==> config.mk <==
export PLATFORM = sky130hd
export DESIGN_NAME = mem2_wb_reg_flat
export DESIGN_NICKNAME = d
export VERILOG_FILES = /design/src/rtl/mem2_wb_reg_if.sv /design/src/rtl/mem2_wb_reg.sv /design/src/flat_wrapper.sv
export SDC_FILE = /design/constraint.sdc
export NUM_CORES = 1
export LEC_CHECK = 0
export BUFFER_PORTS_ARGS = -buffer_cell sky130_fd_sc_hd__buf_2
export CAP_MARGIN = 40
export CORE_MARGIN = 5
export CORE_UTILIZATION = 49
export DETAILED_ROUTE_END_ITERATION = 10
export PLACE_DENSITY = 0.85
export SYNTH_ARGS = -nofsm -noshare
export SYNTH_HDL_FRONTEND = slang
export SYNTH_SLANG_ARGS = --single-unit
==> constraint.sdc <==
create_clock -name clk -period 2.9 [get_ports clk]
set_clock_uncertainty 0.2 [all_clocks]
set_input_delay 0.29 -clock clk [delete_from_list [all_inputs] [get_ports clk]]
set_output_delay 0.29 -clock clk [all_outputs]
set_load 0.02 [all_outputs]
==> src/rtl/mem2_wb_reg_if.sv <==
// -----------------------------------------------------------------------------
// mem2_wb_reg_if
// Purpose : Bundles the MEM2-side inputs and the WB-side registered outputs of
//           the MEM2/WB pipeline register into one interface.
// Params  : DW - data/address width, RW - register-file index width.
// Modports:
//   master - MEM2 stage / driver side: drives *_in and control, observes outputs.
//   slave  - pipeline register side: consumes *_in and control, drives outputs.
// Optional: MEM2WB_PERF_CNT_EN adds retired_cnt / load_cnt counter outputs.
// -----------------------------------------------------------------------------
interface mem2_wb_reg_if #(
    parameter int DW = 32,
    parameter int RW = 5
);
    // Stage control
    logic          freeze;
    logic          flush;

    // MEM2-stage inputs
    logic          WB_EN_in;
    logic          MEM_R_EN_in;
    logic [DW-1:0] ALU_result_in;
    logic [DW-1:0] dataMem_out_in;
    logic [RW-1:0] dest_in;
    logic [1:0]    load_size_in;
    logic          load_unsigned_in;

    // Registered WB-stage outputs
    logic          WB_EN;
    logic          MEM_R_EN;
    logic [DW-1:0] ALU_result;
    logic [DW-1:0] MEM_read_value;
    logic [RW-1:0] dest;
    logic          valid;
    logic          misalign_err;

`ifdef MEM2WB_PERF_CNT_EN
    logic [31:0]   retired_cnt;
    logic [31:0]   load_cnt;
`endif

    modport master (
        output freeze, flush,
        output WB_EN_in, MEM_R_EN_in, ALU_result_in, dataMem_out_in,
        output dest_in, load_size_in, load_unsigned_in,
        input  WB_EN, MEM_R_EN, ALU_result, MEM_read_value, dest, valid,
        input  misalign_err
`ifdef MEM2WB_PERF_CNT_EN
        ,
        input  retired_cnt, load_cnt
`endif
    );

    modport slave (
        input  freeze, flush,
        input  WB_EN_in, MEM_R_EN_in, ALU_result_in, dataMem_out_in,
        input  dest_in, load_size_in, load_unsigned_in,
        output WB_EN, MEM_R_EN, ALU_result, MEM_read_value, dest, valid,
        output misalign_err
`ifdef MEM2WB_PERF_CNT_EN
        ,
        output retired_cnt, load_cnt
`endif
    );

endinterface : mem2_wb_reg_if

==> src/rtl/mem2_wb_reg.sv <==
// -----------------------------------------------------------------------------
// mem2_wb_reg
// Purpose : MEM2 -> WB pipeline register of the 6-stage MIPS pipeline.
//           Extracts the loaded byte/half/word (signed or unsigned, little-
//           endian lanes selected by the low address bits), flags misaligned
//           loads (sticky), and registers everything for write-back.
//           Supports freeze (hold) and flush (bubble), flush winning.
// Ports   :
//   clk  - system clock, rising edge
//   rst  - synchronous reset, active-low
//   bus  - mem2_wb_reg_if.slave: freeze/flush, MEM2 fields in, WB fields out
// Params  : DW (data/address width, lane logic assumes DW >= 32), RW (regidx).
// Optional: define MEM2WB_PERF_CNT_EN to add the retired_cnt / load_cnt
//           performance counters on the interface.
// -----------------------------------------------------------------------------
module mem2_wb_reg #(
    parameter int DW = 32,
    parameter int RW = 5
) (
    input  logic          clk,
    input  logic          rst,
    mem2_wb_reg_if.slave  bus
);

    localparam logic [1:0] SZ_WORD = 2'b00;
    localparam logic [1:0] SZ_HALF = 2'b01;
    localparam logic [1:0] SZ_BYTE = 2'b10;

    // -------------------------------------------------------------------------
    // Load-data extraction: picks the lane addressed by off and extends it.
    // Word and the reserved size code both pass the raw word through.
    // -------------------------------------------------------------------------
    function automatic logic [DW-1:0] extract_load(
        input logic [DW-1:0] word,
        input logic [1:0]    size,
        input logic          uns,
        input logic [1:0]    off
    );
        logic [7:0]    lane_b;
        logic [15:0]   lane_h;
        logic [DW-1:0] res;
        lane_b = 8'h00;
        lane_h = 16'h0000;
        res    = word;
        case (off)
            2'b00:   lane_b = word[7:0];
            2'b01:   lane_b = word[15:8];
            2'b10:   lane_b = word[23:16];
            2'b11:   lane_b = word[31:24];
            default: lane_b = word[7:0];
        endcase
        // Half lane uses only off[1]; a misaligned half still reads its
        // enclosing aligned halfword.
        if (off[1]) begin
            lane_h = word[31:16];
        end else begin
            lane_h = word[15:0];
        end
        case (size)
            SZ_BYTE: begin
                if (uns) begin
                    res = {{(DW-8){1'b0}}, lane_b};
                end else begin
                    res = {{(DW-8){lane_b[7]}}, lane_b};
                end
            end
            SZ_HALF: begin
                if (uns) begin
                    res = {{(DW-16){1'b0}}, lane_h};
                end else begin
                    res = {{(DW-16){lane_h[15]}}, lane_h};
                end
            end
            default: res = word;
        endcase
        return res;
    endfunction

    // -------------------------------------------------------------------------
    // Misalignment: half at an odd address, or word (incl. reserved size) at
    // any non-zero offset. Bytes are never misaligned. Only loads count.
    // -------------------------------------------------------------------------
    function automatic logic is_misaligned(
        input logic       is_load,
        input logic [1:0] size,
        input logic [1:0] off
    );
        logic m;
        m = 1'b0;
        case (size)
            SZ_BYTE: m = 1'b0;
            SZ_HALF: m = off[0];
            default: m = (off != 2'b00);
        endcase
        return is_load & m;
    endfunction

    // Registered state
    logic          wb_en_q,    wb_en_d;
    logic          mem_r_en_q, mem_r_en_d;
    logic [DW-1:0] alu_q,      alu_d;
    logic [DW-1:0] rdval_q,    rdval_d;
    logic [RW-1:0] dest_q,     dest_d;
    logic          valid_q,    valid_d;
    logic          mis_err_q,  mis_err_d;

    // Combinational helpers
    logic [1:0]    off_s;
    logic          mis_s;
    logic [DW-1:0] ext_s;

    // Decode offset, extracted data and misalignment from the MEM2 inputs.
    always_comb begin
        off_s = bus.ALU_result_in[1:0];
        ext_s = extract_load(bus.dataMem_out_in, bus.load_size_in,
                             bus.load_unsigned_in, off_s);
        mis_s = is_misaligned(bus.MEM_R_EN_in, bus.load_size_in, off_s);
    end

    // Next-state selection: flush beats freeze; freeze holds everything.
    always_comb begin
        wb_en_d    = wb_en_q;
        mem_r_en_d = mem_r_en_q;
        alu_d      = alu_q;
        rdval_d    = rdval_q;
        dest_d     = dest_q;
        valid_d    = valid_q;
        mis_err_d  = mis_err_q;
        if (bus.flush) begin
            // Bubble: clear the slot but keep the sticky error as is.
            wb_en_d    = 1'b0;
            mem_r_en_d = 1'b0;
            alu_d      = {DW{1'b0}};
            rdval_d    = {DW{1'b0}};
            dest_d     = {RW{1'b0}};
            valid_d    = 1'b0;
        end else if (bus.freeze) begin
            wb_en_d    = wb_en_q;
            valid_d    = valid_q;
        end else begin
            // A misaligned load must not write the register file.
            wb_en_d    = bus.WB_EN_in & ~mis_s;
            mem_r_en_d = bus.MEM_R_EN_in;
            alu_d      = bus.ALU_result_in;
            rdval_d    = ext_s;
            dest_d     = bus.dest_in;
            valid_d    = 1'b1;
            mis_err_d  = mis_err_q | mis_s;
        end
    end

    // Pipeline register with synchronous active-low reset.
    always_ff @(posedge clk) begin
        if (!rst) begin
            wb_en_q    <= 1'b0;
            mem_r_en_q <= 1'b0;
            alu_q      <= {DW{1'b0}};
            rdval_q    <= {DW{1'b0}};
            dest_q     <= {RW{1'b0}};
            valid_q    <= 1'b0;
            mis_err_q  <= 1'b0;
        end else begin
            wb_en_q    <= wb_en_d;
            mem_r_en_q <= mem_r_en_d;
            alu_q      <= alu_d;
            rdval_q    <= rdval_d;
            dest_q     <= dest_d;
            valid_q    <= valid_d;
            mis_err_q  <= mis_err_d;
        end
    end

    assign bus.WB_EN          = wb_en_q;
    assign bus.MEM_R_EN       = mem_r_en_q;
    assign bus.ALU_result     = alu_q;
    assign bus.MEM_read_value = rdval_q;
    assign bus.dest           = dest_q;
    assign bus.valid          = valid_q;
    assign bus.misalign_err   = mis_err_q;

`ifdef MEM2WB_PERF_CNT_EN
    logic [31:0] retired_q, retired_d;
    logic [31:0] load_q,    load_d;

    // Counters advance only on normal-load edges; wrap naturally at 2^32.
    always_comb begin
        retired_d = retired_q;
        load_d    = load_q;
        if (!bus.flush && !bus.freeze) begin
            if (bus.WB_EN_in) begin
                retired_d = retired_q + 32'd1;
            end else begin
                retired_d = retired_q;
            end
            if (bus.MEM_R_EN_in && !mis_s) begin
                load_d = load_q + 32'd1;
            end else begin
                load_d = load_q;
            end
        end else begin
            retired_d = retired_q;
            load_d    = load_q;
        end
    end

    // Performance counter registers.
    always_ff @(posedge clk) begin
        if (!rst) begin
            retired_q <= 32'd0;
            load_q    <= 32'd0;
        end else begin
            retired_q <= retired_d;
            load_q    <= load_d;
        end
    end

    assign bus.retired_cnt = retired_q;
    assign bus.load_cnt    = load_q;
`else
`endif

endmodule : mem2_wb_reg

==> src/flat_wrapper.sv <==
// flat-port wrapper written by rule: the top's interface ports become plain ports
module mem2_wb_reg_flat 
#(
    parameter int DW = 32,
    parameter int RW = 5
)
  (clk, rst, bus_freeze, bus_flush, bus_WB_EN_in, bus_MEM_R_EN_in, bus_ALU_result_in, bus_dataMem_out_in, bus_dest_in, bus_load_size_in, bus_load_unsigned_in, bus_WB_EN, bus_MEM_R_EN, bus_ALU_result, bus_MEM_read_value, bus_dest, bus_valid, bus_misalign_err);
  mem2_wb_reg_if #(.DW(DW), .RW(RW)) bus_i ();
  input  logic clk;
  input  logic rst;
  input wire logic [$bits(bus_i.freeze)-1:0] bus_freeze;
  input wire logic [$bits(bus_i.flush)-1:0] bus_flush;
  input wire logic [$bits(bus_i.WB_EN_in)-1:0] bus_WB_EN_in;
  input wire logic [$bits(bus_i.MEM_R_EN_in)-1:0] bus_MEM_R_EN_in;
  input wire logic [$bits(bus_i.ALU_result_in)-1:0] bus_ALU_result_in;
  input wire logic [$bits(bus_i.dataMem_out_in)-1:0] bus_dataMem_out_in;
  input wire logic [$bits(bus_i.dest_in)-1:0] bus_dest_in;
  input wire logic [$bits(bus_i.load_size_in)-1:0] bus_load_size_in;
  input wire logic [$bits(bus_i.load_unsigned_in)-1:0] bus_load_unsigned_in;
  output wire logic [$bits(bus_i.WB_EN)-1:0] bus_WB_EN;
  output wire logic [$bits(bus_i.MEM_R_EN)-1:0] bus_MEM_R_EN;
  output wire logic [$bits(bus_i.ALU_result)-1:0] bus_ALU_result;
  output wire logic [$bits(bus_i.MEM_read_value)-1:0] bus_MEM_read_value;
  output wire logic [$bits(bus_i.dest)-1:0] bus_dest;
  output wire logic [$bits(bus_i.valid)-1:0] bus_valid;
  output wire logic [$bits(bus_i.misalign_err)-1:0] bus_misalign_err;
  assign bus_i.freeze = bus_freeze;
  assign bus_i.flush = bus_flush;
  assign bus_i.WB_EN_in = bus_WB_EN_in;
  assign bus_i.MEM_R_EN_in = bus_MEM_R_EN_in;
  assign bus_i.ALU_result_in = bus_ALU_result_in;
  assign bus_i.dataMem_out_in = bus_dataMem_out_in;
  assign bus_i.dest_in = bus_dest_in;
  assign bus_i.load_size_in = bus_load_size_in;
  assign bus_i.load_unsigned_in = bus_load_unsigned_in;
  assign bus_WB_EN = bus_i.WB_EN;
  assign bus_MEM_R_EN = bus_i.MEM_R_EN;
  assign bus_ALU_result = bus_i.ALU_result;
  assign bus_MEM_read_value = bus_i.MEM_read_value;
  assign bus_dest = bus_i.dest;
  assign bus_valid = bus_i.valid;
  assign bus_misalign_err = bus_i.misalign_err;
  mem2_wb_reg #(.DW(DW), .RW(RW)) u_core (.clk(clk), .rst(rst), .bus(bus_i));
endmodule
[Yosys cells after proc, flatten, opt, wreduce, memory -nomap -nowiden]
Cells that the tools add are included.
Word-level totals
  register bits after elaboration: 73
  bits in latches: 0
  bits in writable memories: 0
  bits in read-only memories: 0
  bits of input ports: 78
  output and inout port bits: 73
  word-level logic and storage cells: 29
  memories: 0
Operators by class
  add/sub/neg operators: 0
  $mul: 0
  divide/modulo/power cells: 0
  $lt $le $gt $ge: 0
  equality and inequality tests: 5
  shift operators: 0
  muxes and demuxes: 6
  bitwise gates (word level): 7
  reductions and logical operators: 4
Operator list (number)
  2-to-1 mux 32 bit: 2
  case mux 32 bit (2 select lines): 1
  case mux 8 bit (4 select lines): 1
  2-to-1 mux 16 bit: 1
  equality test 2 bit (second input constant): 3
  equality test 2 x 1 -> 1 bit (second input constant): 2
  inverter 1 bit: 4
  AND 1 bit: 2
  logical NOT 2 bit: 1
  case mux 1 bit (2 select lines): 1
  AND reduction 2 bit: 1
  nonzero test 2 bit: 1
  OR reduction 2 bit: 1
  OR 1 bit: 1

[Logic depth before layout (Yosys ltp)]
Gate-level depths: netlist (run 1).
  depth in word-level cells: 5
  gate-level depth with buffers: 8
  mapped depth without buffers: 6

[Worst setup path before layout (run 1)]
OpenSTA, ideal clock, no wires.
  path kind: input to register
  from: input port bus_load_size_in[0]
  to: register u_core.rdval_q[21], in the netlist u_core.bus.MEM_read_value[21]
  setup time: 0.066 ns
  arrival: 1.441 ns
  data required time: 2.634 ns
  slack: 1.193 ns
  cell stages on the path: 7
  path buffers: 3
  cells stage by stage: inv_1 -> ha_1 -> buf_2 -> buf_2 -> clkbuf_1 -> nand2_1 -> a21oi_2
On the way
  word-level cells in the longest chain between the ends: 2
  elaborated cells between the ends (all ways): 3
  those cells by class: eq/ne: 2; mux: 1
Ends and longest elaborated chain
  start, declared: line flat_wrapper.sv:18  | input wire logic [$bits(bus_i.load_size_in)-1:0] bus_load_size_in;
  equality test 2 x 1 -> 1 bit or equality test 2 bit (tied branches): line mem2_wb_reg.sv:59  | case (size)
  case mux 32 bit (2 select lines) *: line mem2_wb_reg.sv:59
  end signal, assigned: line mem2_wb_reg.sv:158  | rdval_q <= {DW{1'b0}};
  end signal, assigned: line mem2_wb_reg.sv:166  | rdval_q <= rdval_d;
  end, declared: line mem2_wb_reg.sv:102  | logic [DW-1:0] rdval_q, rdval_d;
Every way passes the cells marked *; elsewhere a longest branch is shown, timed or not.
A chain may end at the register's enable or synchronous reset.

[Worst setup path in the final report (run 1)]
  from: input port rst
  to: register u_core.rdval_q[8], in the netlist u_core.bus.MEM_read_value[8]
On the way
  word-level cells in the longest chain between the ends: 2
Ends and longest elaborated chain
  start, declared: line flat_wrapper.sv:10  | input logic rst;
  inverter 1 bit (no source line)
  OR reduction 2 bit (no source line)
Every way passes these cells.

==> results_dict.tcl, run 1 <==
set metrics [dict create \
    wirelength_mm 10.2 \
    grt_pass1_vias 3282 \
    start_kind "primary input" \
    fin_crit_ns 2.09 \
    grt_pass1_wl_mm 16.1 \
    rsz0062_at_grt "false" \
    min_path_type "in -> reg" \
    yosysSeqAreaShare_pct 47.9 \
    antenna_left 0 \
    setup.worst_path.class "in -> reg" \
    dp_hpwl_mm 6.80 \
    pwr-share-comb_pct 17.2 \
    crit_end "u_core.bus.MEM_read_value[8]$_SDFFE_PP0N_" \
    ys_ff_latch 73 \
    cts_max_path_buffers 2 \
    syn_nets 405 \
    dpl.cell_count 531 \
    io_buffer_count 150 \
    diodes 0 \
    n_fill_cell 439 \
    utilization_pct 73.4 \
    final_cells 582 \
    fp.dieW_um 88.9 \
    num_vias 3168 \
    io_pins 151 \
    critPathBufInv 3 \
    status "completed" \
    rr_endpoint "u_core.bus.MEM_read_value[2]$_SDFFE_PP0N_" \
    whs_ns 0.0162 \
    hold_viol_final 0 \
    drive_gt1_share_pct 38.1 \
    die_area_sq_um 7900 \
    wl_per_cell_um 17.6 \
    cap_violations 0 \
    clkSlewWorstSetupHoldPaths_ns 0.07 \
    seq_power_share_pct 45.2 \
    p_int_mw 1.72 \
    grt_max_degree 36 \
    drt_pass1_iterations 4 \
    clockRootBuffer "clkbuf_8" \
    power_density_nw_per_um2 533 \
    dominantRegCellSynth "dfxtp_1" \
    synth_area_sq_um 3050 \
    crit_family "buffers and inverters" \
    cts_setup_buffers 0 \
    fin_setup_tns_ns 0 \
    total_power_mw 2.34 \
    placed_cell_area_sq_um 3830 \
    antenna_found_initial 0 \
    peakVddDrop_mv 0.447 \
    cp-startpoint "rst" \
    gp_congestion 0.870 \
    clkSinkCount 73 \
    synth-edff-count 0 \
    worst_setup_path_end_kind "register" \
    drt-vias-per-instance 5.44 \
    rows 28 \
    setup_ws_ns 0.814 \
    ys_types 27 \
    max_slew_margin_pct 48.4 \
    crit_slowest_cell "dlygate4sd3_1" \
    grt_use_total_pct 26.6 \
    r2r_cells 3 \
    crit_cells 6 \
    synthCells 325 \
    async_flop_share_pct 0 \
    htreeDepth 3 \
    die_h_um 88.9 \
    drtIter0Drc 218 \
    final_net_count 582 \
    yosysWarnings 0 \
    drv_slew 0 \
    dp_slack_ns 0.627 \
    initial_utilization_pct 50.9 \
    cts_buffers 9 \
    leakage_nw 2.15 \
    r2r_setup_slack_ns 1.84 \
    cp_data_required_time_ns 2.96 \
    path_cells "dlygate4sd3_1 -> buf_2 -> nor2b_2 -> buf_4 -> o221ai_1 -> a21oi_1" \
    area_growth_pct 44.2 \
    crit_fanout 22 \
    worstMarginPinSlew_ns 0.774 \
    worst_ep_arrival_time_ns 2.15 \
    p_switching_mw 0.628 \
    drc_errors 0 \
    cts_tree "built" \
    gr-total-overflow 0 \
    swShare_pct 26.8 \
    design_area_sq_um 4400 \
    avgSynthCellArea_sq_um 9.38 \
    cpPeakStageDelay_ns 0.54 \
    setup_violations 0 \
    pwr-share-clk_pct 37.6 \
    max_freq_ghz 0.479 \
    fin_crit_sh_pct 71.9 \
    clkLatencyLatePin_ns 0.33 \
    timing.rr.start "u_core.bus.MEM_read_value[2]$_SDFFE_PP0N_" \
    coreArea_sq_um 5990 \
]
-- flip-flops by register name, summed over array words and instances (netlist names) --
register	count
u_core.bus.MEM_read_value	32
u_core.bus.MEM_R_EN	1
u_core.bus.misalign_err	1
u_core.bus.dest	5
u_core.bus.valid	1
u_core.bus.WB_EN	1
u_core.bus.ALU_result	32
-- power by group through the flow --
stage	Sequential, mW	Combinational (mW)	Clock [mW]
2_1_floorplan	1.13	0.175	0
3_3_place_gp	1.08	0.348	0
3_5_place_dp	1.08	0.356	0
4_1_cts	1.06	0.393	0.890
5_1_grt	1.06	0.436	0.941
6_report	1.06	0.402	0.882
-- area by class of cell --
class	count	area, sq um	area share, %
clock buffer	11	141	3.22
inverter	6	22.5	0.512
sequential	73	1460	33.2
clock inverter	5	78.8	1.79
tap	75	93.8	2.13
multi-input combinational	221	1450	33.0
timing repair buffer	191	1150	26.1
-- cell families (layout without fill, tap and decap cells) --
| logic type | count (synthesis) | in the layout | synth area share [%] |
|---|---|---|---|
| adders and majority gates | 2 | 2 | 0.821 |
| and+or+nand+nor | 90 | 90 | 12.2 |
| buffers and inverters | 31 | 213 | 4.51 |
| AOI/OAI and AO/OA | 83 | 83 | 19.2 |
| DFF | 73 | 73 | 47.9 |
| muxes | 46 | 46 | 15.3 |
-- cell usage after synthesis (2+ instances only) --
| library cell | count | area, sq um |
|---|---|---|
| a211oi_1 | 3 | 22.5 |
| a21oi_1 | 16 | 80.1 |
| a21oi_2 | 11 | 96.3 |
| a32oi_1 | 7 | 61.3 |
| a41oi_1 | 7 | 61.3 |
| and3_1 | 7 | 43.8 |
| buf_2 | 11 | 55.1 |
| clkbuf_1 | 13 | 48.8 |
| dfxtp_1 | 73 | 1460 |
| ha_1 | 2 | 25.0 |
| inv_1 | 5 | 18.8 |
| mux2_2 | 6 | 67.6 |
| mux2i_1 | 40 | 400 |
| nand2_1 | 31 | 116 |
| nand2b_1 | 3 | 18.8 |
| nor2_1 | 44 | 165 |
| nor2b_1 | 2 | 12.5 |
| nor3_1 | 2 | 10.0 |
| o21a_1 | 3 | 22.5 |
| o21ai_0 | 27 | 135 |
| o221ai_1 | 6 | 52.6 |
-- worst min-delay path by stage --
stage / startpoint / to / slack, ns / cells after the start
after floorplan: rst / u_core.bus.misalign_err$_SDFFE_PN0P_ / 0.21 / 1
after global placement: u_core.bus.valid$_SDFFE_PP0N_ / u_core.bus.valid$_SDFFE_PP0N_ / 0.23 / 1
after detailed placement: u_core.bus.valid$_SDFFE_PP0N_ / u_core.bus.valid$_SDFFE_PP0N_ / 0.26 / 1
after CTS: bus_dataMem_out_in[4] / u_core.bus.MEM_read_value[4]$_SDFFE_PP0N_ / 0.0009 / 3
after global routing: bus_dataMem_out_in[4] / u_core.bus.MEM_read_value[4]$_SDFFE_PP0N_ / 0.005 / 3
final: bus_dataMem_out_in[4] / u_core.bus.MEM_read_value[4]$_SDFFE_PP0N_ / 0.02 / 3
-- tightest hold or removal path, cell delays in order --
cell and delay [ns]:
buf_2 0.08, a41oi_1 0.09, o21ai_0 0.06
-- routing by layer --
| layer | global-route usage [%] | share of wire, % | vias up |
|---|---|---|---|
| li1 | - | - | 1499 |
| met1 | 31.5 | 38 | 1457 |
| met2 | 44.7 | 48 | 183 |
| met3 | 6.89 | 10 | 29 |
| met4 | 12.6 | 3.3 | 0 |
| met5 | 0 | 0 | - |
-- placed cells by master, fill, tap and decap left out, types with 7 or more instances in the layout --
cell / n
a21oi_2: 11
a21oi_1: 16
nand2_1: 31
and3_1: 7
buf_2: 150
dlygate4sd3_1: 35
a41oi_1: 7
a32oi_1: 7
mux2i_1: 40
dfxtp_1: 73
clkbuf_8: 10
o21ai_0: 27
nor2_1: 44
-- what timing repair did --
item,in CTS,in global routing
resized for setup,0,0
endpoints found under the hold margin,35,0
hold buffers,35,0
No activity file was read; power rests on OpenSTA's default activity.
==> inputs of run 2 (changes only) <==
ABC_AREA = 1   (was unset)
CORE_UTILIZATION = 46   (was 49)
PLACE_DENSITY = 0.79   (was 0.85)
clock period = 2 ns   (was 2.9 ns; I/O delays follow)
==> results_dict.tcl, run 2 <==
set metrics [dict create \
    synthCells 454 \
    leakage_nw 2.40 \
    timing.rr.start "u_core.bus.WB_EN$_SDFFE_PP0N_" \
    ys_types 23 \
    worst_setup_path_end_kind "register" \
    final_cell_mix "150 x nand2_1, 150 x buf_2, 77 x a21oi_1, 73 x dfxtp_1, 62 x dlygate4sd3_1" \
    synth.area.top_cells "dfxtp_1 46%, nand2_1 18%, a21oi_1 12%" \
    max_slew_margin_pct 48.9 \
    io_buffer_count 150 \
    grt_max_degree 65 \
    critPathBufInv 4 \
    path_cells "dlygate4sd3_1 -> buf_2 -> buf_4 -> o21ai_1 -> nand2_1 -> nand3_1 -> nand2_1 -> inv_1" \
    clkSinkCount 73 \
    die_h_um 93.4 \
    grt_pass1_vias 3769 \
    drt_pass1_iterations 5 \
    yosysSeqAreaShare_pct 45.6 \
    design_area_sq_um 4800 \
    clkSlewWorstSetupHoldPaths_ns 0.08 \
    hold_buffers 62 \
    placed_cell_area_sq_um 4020 \
    crit_fanout 20 \
    start_kind "primary input" \
    cts_buffers 9 \
    setup_ws_ns 0.222 \
    min_path_type "in -> reg" \
    initial_utilization_pct 47.1 \
    rows 30 \
    worst_ep_arrival_time_ns 1.88 \
    num_vias 3820 \
    grt_pass1_wl_mm 17.7 \
    final_net_count 736 \
    cts.repair.resized 0 \
    drive_gt1_share_pct 29.6 \
    drt-vias-per-instance 5.06 \
    synth_top_cell_area_share_pct 45.6 \
    clockRootBuffer "clkbuf_8" \
    dpl.cell_count 679 \
    crit_end "u_core.bus.MEM_read_value[2]$_SDFFE_PP0N_" \
    antenna_found_initial 0 \
    io_pins 151 \
    synth_top_cell_by_area "dfxtp_1" \
    avgSynthCellArea_sq_um 7.05 \
    clkLatencyLatePin_ns 0.35 \
    dp_hpwl_mm 6.92 \
    grt_use_total_pct 25.6 \
    peakVddDrop_mv 0.505 \
    final_cells 755 \
    wirelength_mm 11.0 \
    gr-total-overflow 0 \
    status "completed" \
    power_density_nw_per_um2 666 \
    fin_crit_sh_pct 88.9 \
    synth_area_sq_um 3200 \
    wl_per_cell_um 14.5 \
    die_area_sq_um 8730 \
    cp_data_required_time_ns 2.10 \
    async_flop_share_pct 0 \
    htreeDepth 3 \
    diodes 0 \
    ys_ff_latch 73 \
    drv_slew 0 \
    cpMostUsedCell "nand2_1" \
    fin_setup_tns_ns 0 \
    dominantRegCellSynth "dfxtp_1" \
    worstMarginPinSlew_ns 0.766 \
    syn_nets 534 \
    dp_slack_ns 0.318 \
    yosysWarnings 0 \
    rsz0062_at_grt "false" \
    cpPeakStageDelay_ns 0.55 \
    cts_tree "built" \
    r2r_cells 4 \
    yosys-top-cells-count "150 x nand2_1, 77 x a21oi_1, 73 x dfxtp_1" \
    crit_cells 8 \
    fp.dieW_um 93.4 \
    drtIter0Drc 231 \
    max_freq_ghz 0.562 \
    coreArea_sq_um 6790 \
    gp_congestion 0.988 \
    synth.most_common_cell "nand2_1" \
    r2r_setup_slack_ns 1.06 \
    area_growth_pct 50.0 \
    cts_max_path_buffers 2 \
    rr_endpoint "u_core.bus.WB_EN$_SDFFE_PP0N_" \
    fin_crit_ns 1.78 \
    cap_violations 0 \
    synth-edff-count 0 \
    cts_setup_buffers 0 \
    antenna_left 0 \
    setup.worst_path.class "in -> reg" \
    crit_slowest_cell "dlygate4sd3_1" \
    drc_errors 0 \
    setup_violations 0 \
    crit_family "buffers and inverters" \
    cp-startpoint "bus_ALU_result_in[1]" \
    hold_viol_final 0 \
]
run 2: changes by cell type after synthesis, sizes merged, moves of 14 or more:
cell | previous run | this run
a21oi | 27 | 89
nand2 | 31 | 152
mux2i | 40 | 0
nor2 | 44 | 20
nand3 | 0 | 14
o21ai | 27 | 44
inv | 6 | 28
run 2: per-stage QoR:
step                util, %  total power [mW]  hold WS (ns)
CTS                    70.7              3.21       0.00133
floorplan                 -              1.91         0.113
finish                 70.7              3.20       0.00193
detailed placement     59.2              2.12         0.237
global placement       59.2              2.11         0.222
global route           70.7              3.37        0.0242
run 2: logic make-up after synthesis:
family	Yosys count	share of synthesized area [%]
compound gates	134	22.7
fa+ha+maj	2	0.781
buf+inv	59	7.54
flops	73	45.6
simple gates	186	23.4
run 2: tightest hold or removal path, delay by kind of cell:
| family | cells | cell delay (ns) |
|---|---|---|
| AO/OA/AOI/OAI | 2 | 0.21 |
| buffers and inverters | 1 | 0.10 |
run 2: routing by layer:
metal / up-vias / wire (um) / global-route usage (%) / share of wire, %
met1: 1692 / 4100 / 28.3 / 37
li1: 1869 / - / - / -
met2: 214 / 5270 / 42.9 / 48
met5: - / 0 / 0 / 0
met3: 45 / 1160 / 9.01 / 11
met4: 0 / 435 / 13.6 / 4.0
run 2: worst min-delay path by stage:
stage	from	end	slack [ns]	cells past startpoint
3_5_place_dp	bus_WB_EN_in	u_core.bus.WB_EN$_SDFFE_PP0N_	0.24	3
4_1_cts	bus_dataMem_out_in[8]	u_core.bus.MEM_read_value[8]$_SDFFE_PP0N_	0.001	5
5_1_grt	bus_dataMem_out_in[8]	u_core.bus.MEM_read_value[8]$_SDFFE_PP0N_	0.02	5
2_1_floorplan	rst	u_core.bus.misalign_err$_SDFFE_PN0P_	0.11	2
6_report	bus_dataMem_out_in[20]	u_core.bus.MEM_read_value[20]$_SDFFE_PP0N_	0.002	3
3_3_place_gp	bus_WB_EN_in	u_core.bus.WB_EN$_SDFFE_PP0N_	0.22	3
run 2: cell type report:
type / instances / area [sq um]
fill: 527 / 1990
timing repair buffer: 222 / 1460
tap: 96 / 120
multi-input combinational: 322 / 1500
inverter: 28 / 105
sequential: 73 / 1460
clock buffer: 9 / 124
clock inverter: 5 / 33.8
run 2: power breakdown:
group | switching [mW] | total [mW] | internal (mW)
combinational | 0.383 | 0.663 | 0.279
clock | 0.565 | 1.00 | 0.436
sequential | 0.0264 | 1.53 | 1.51
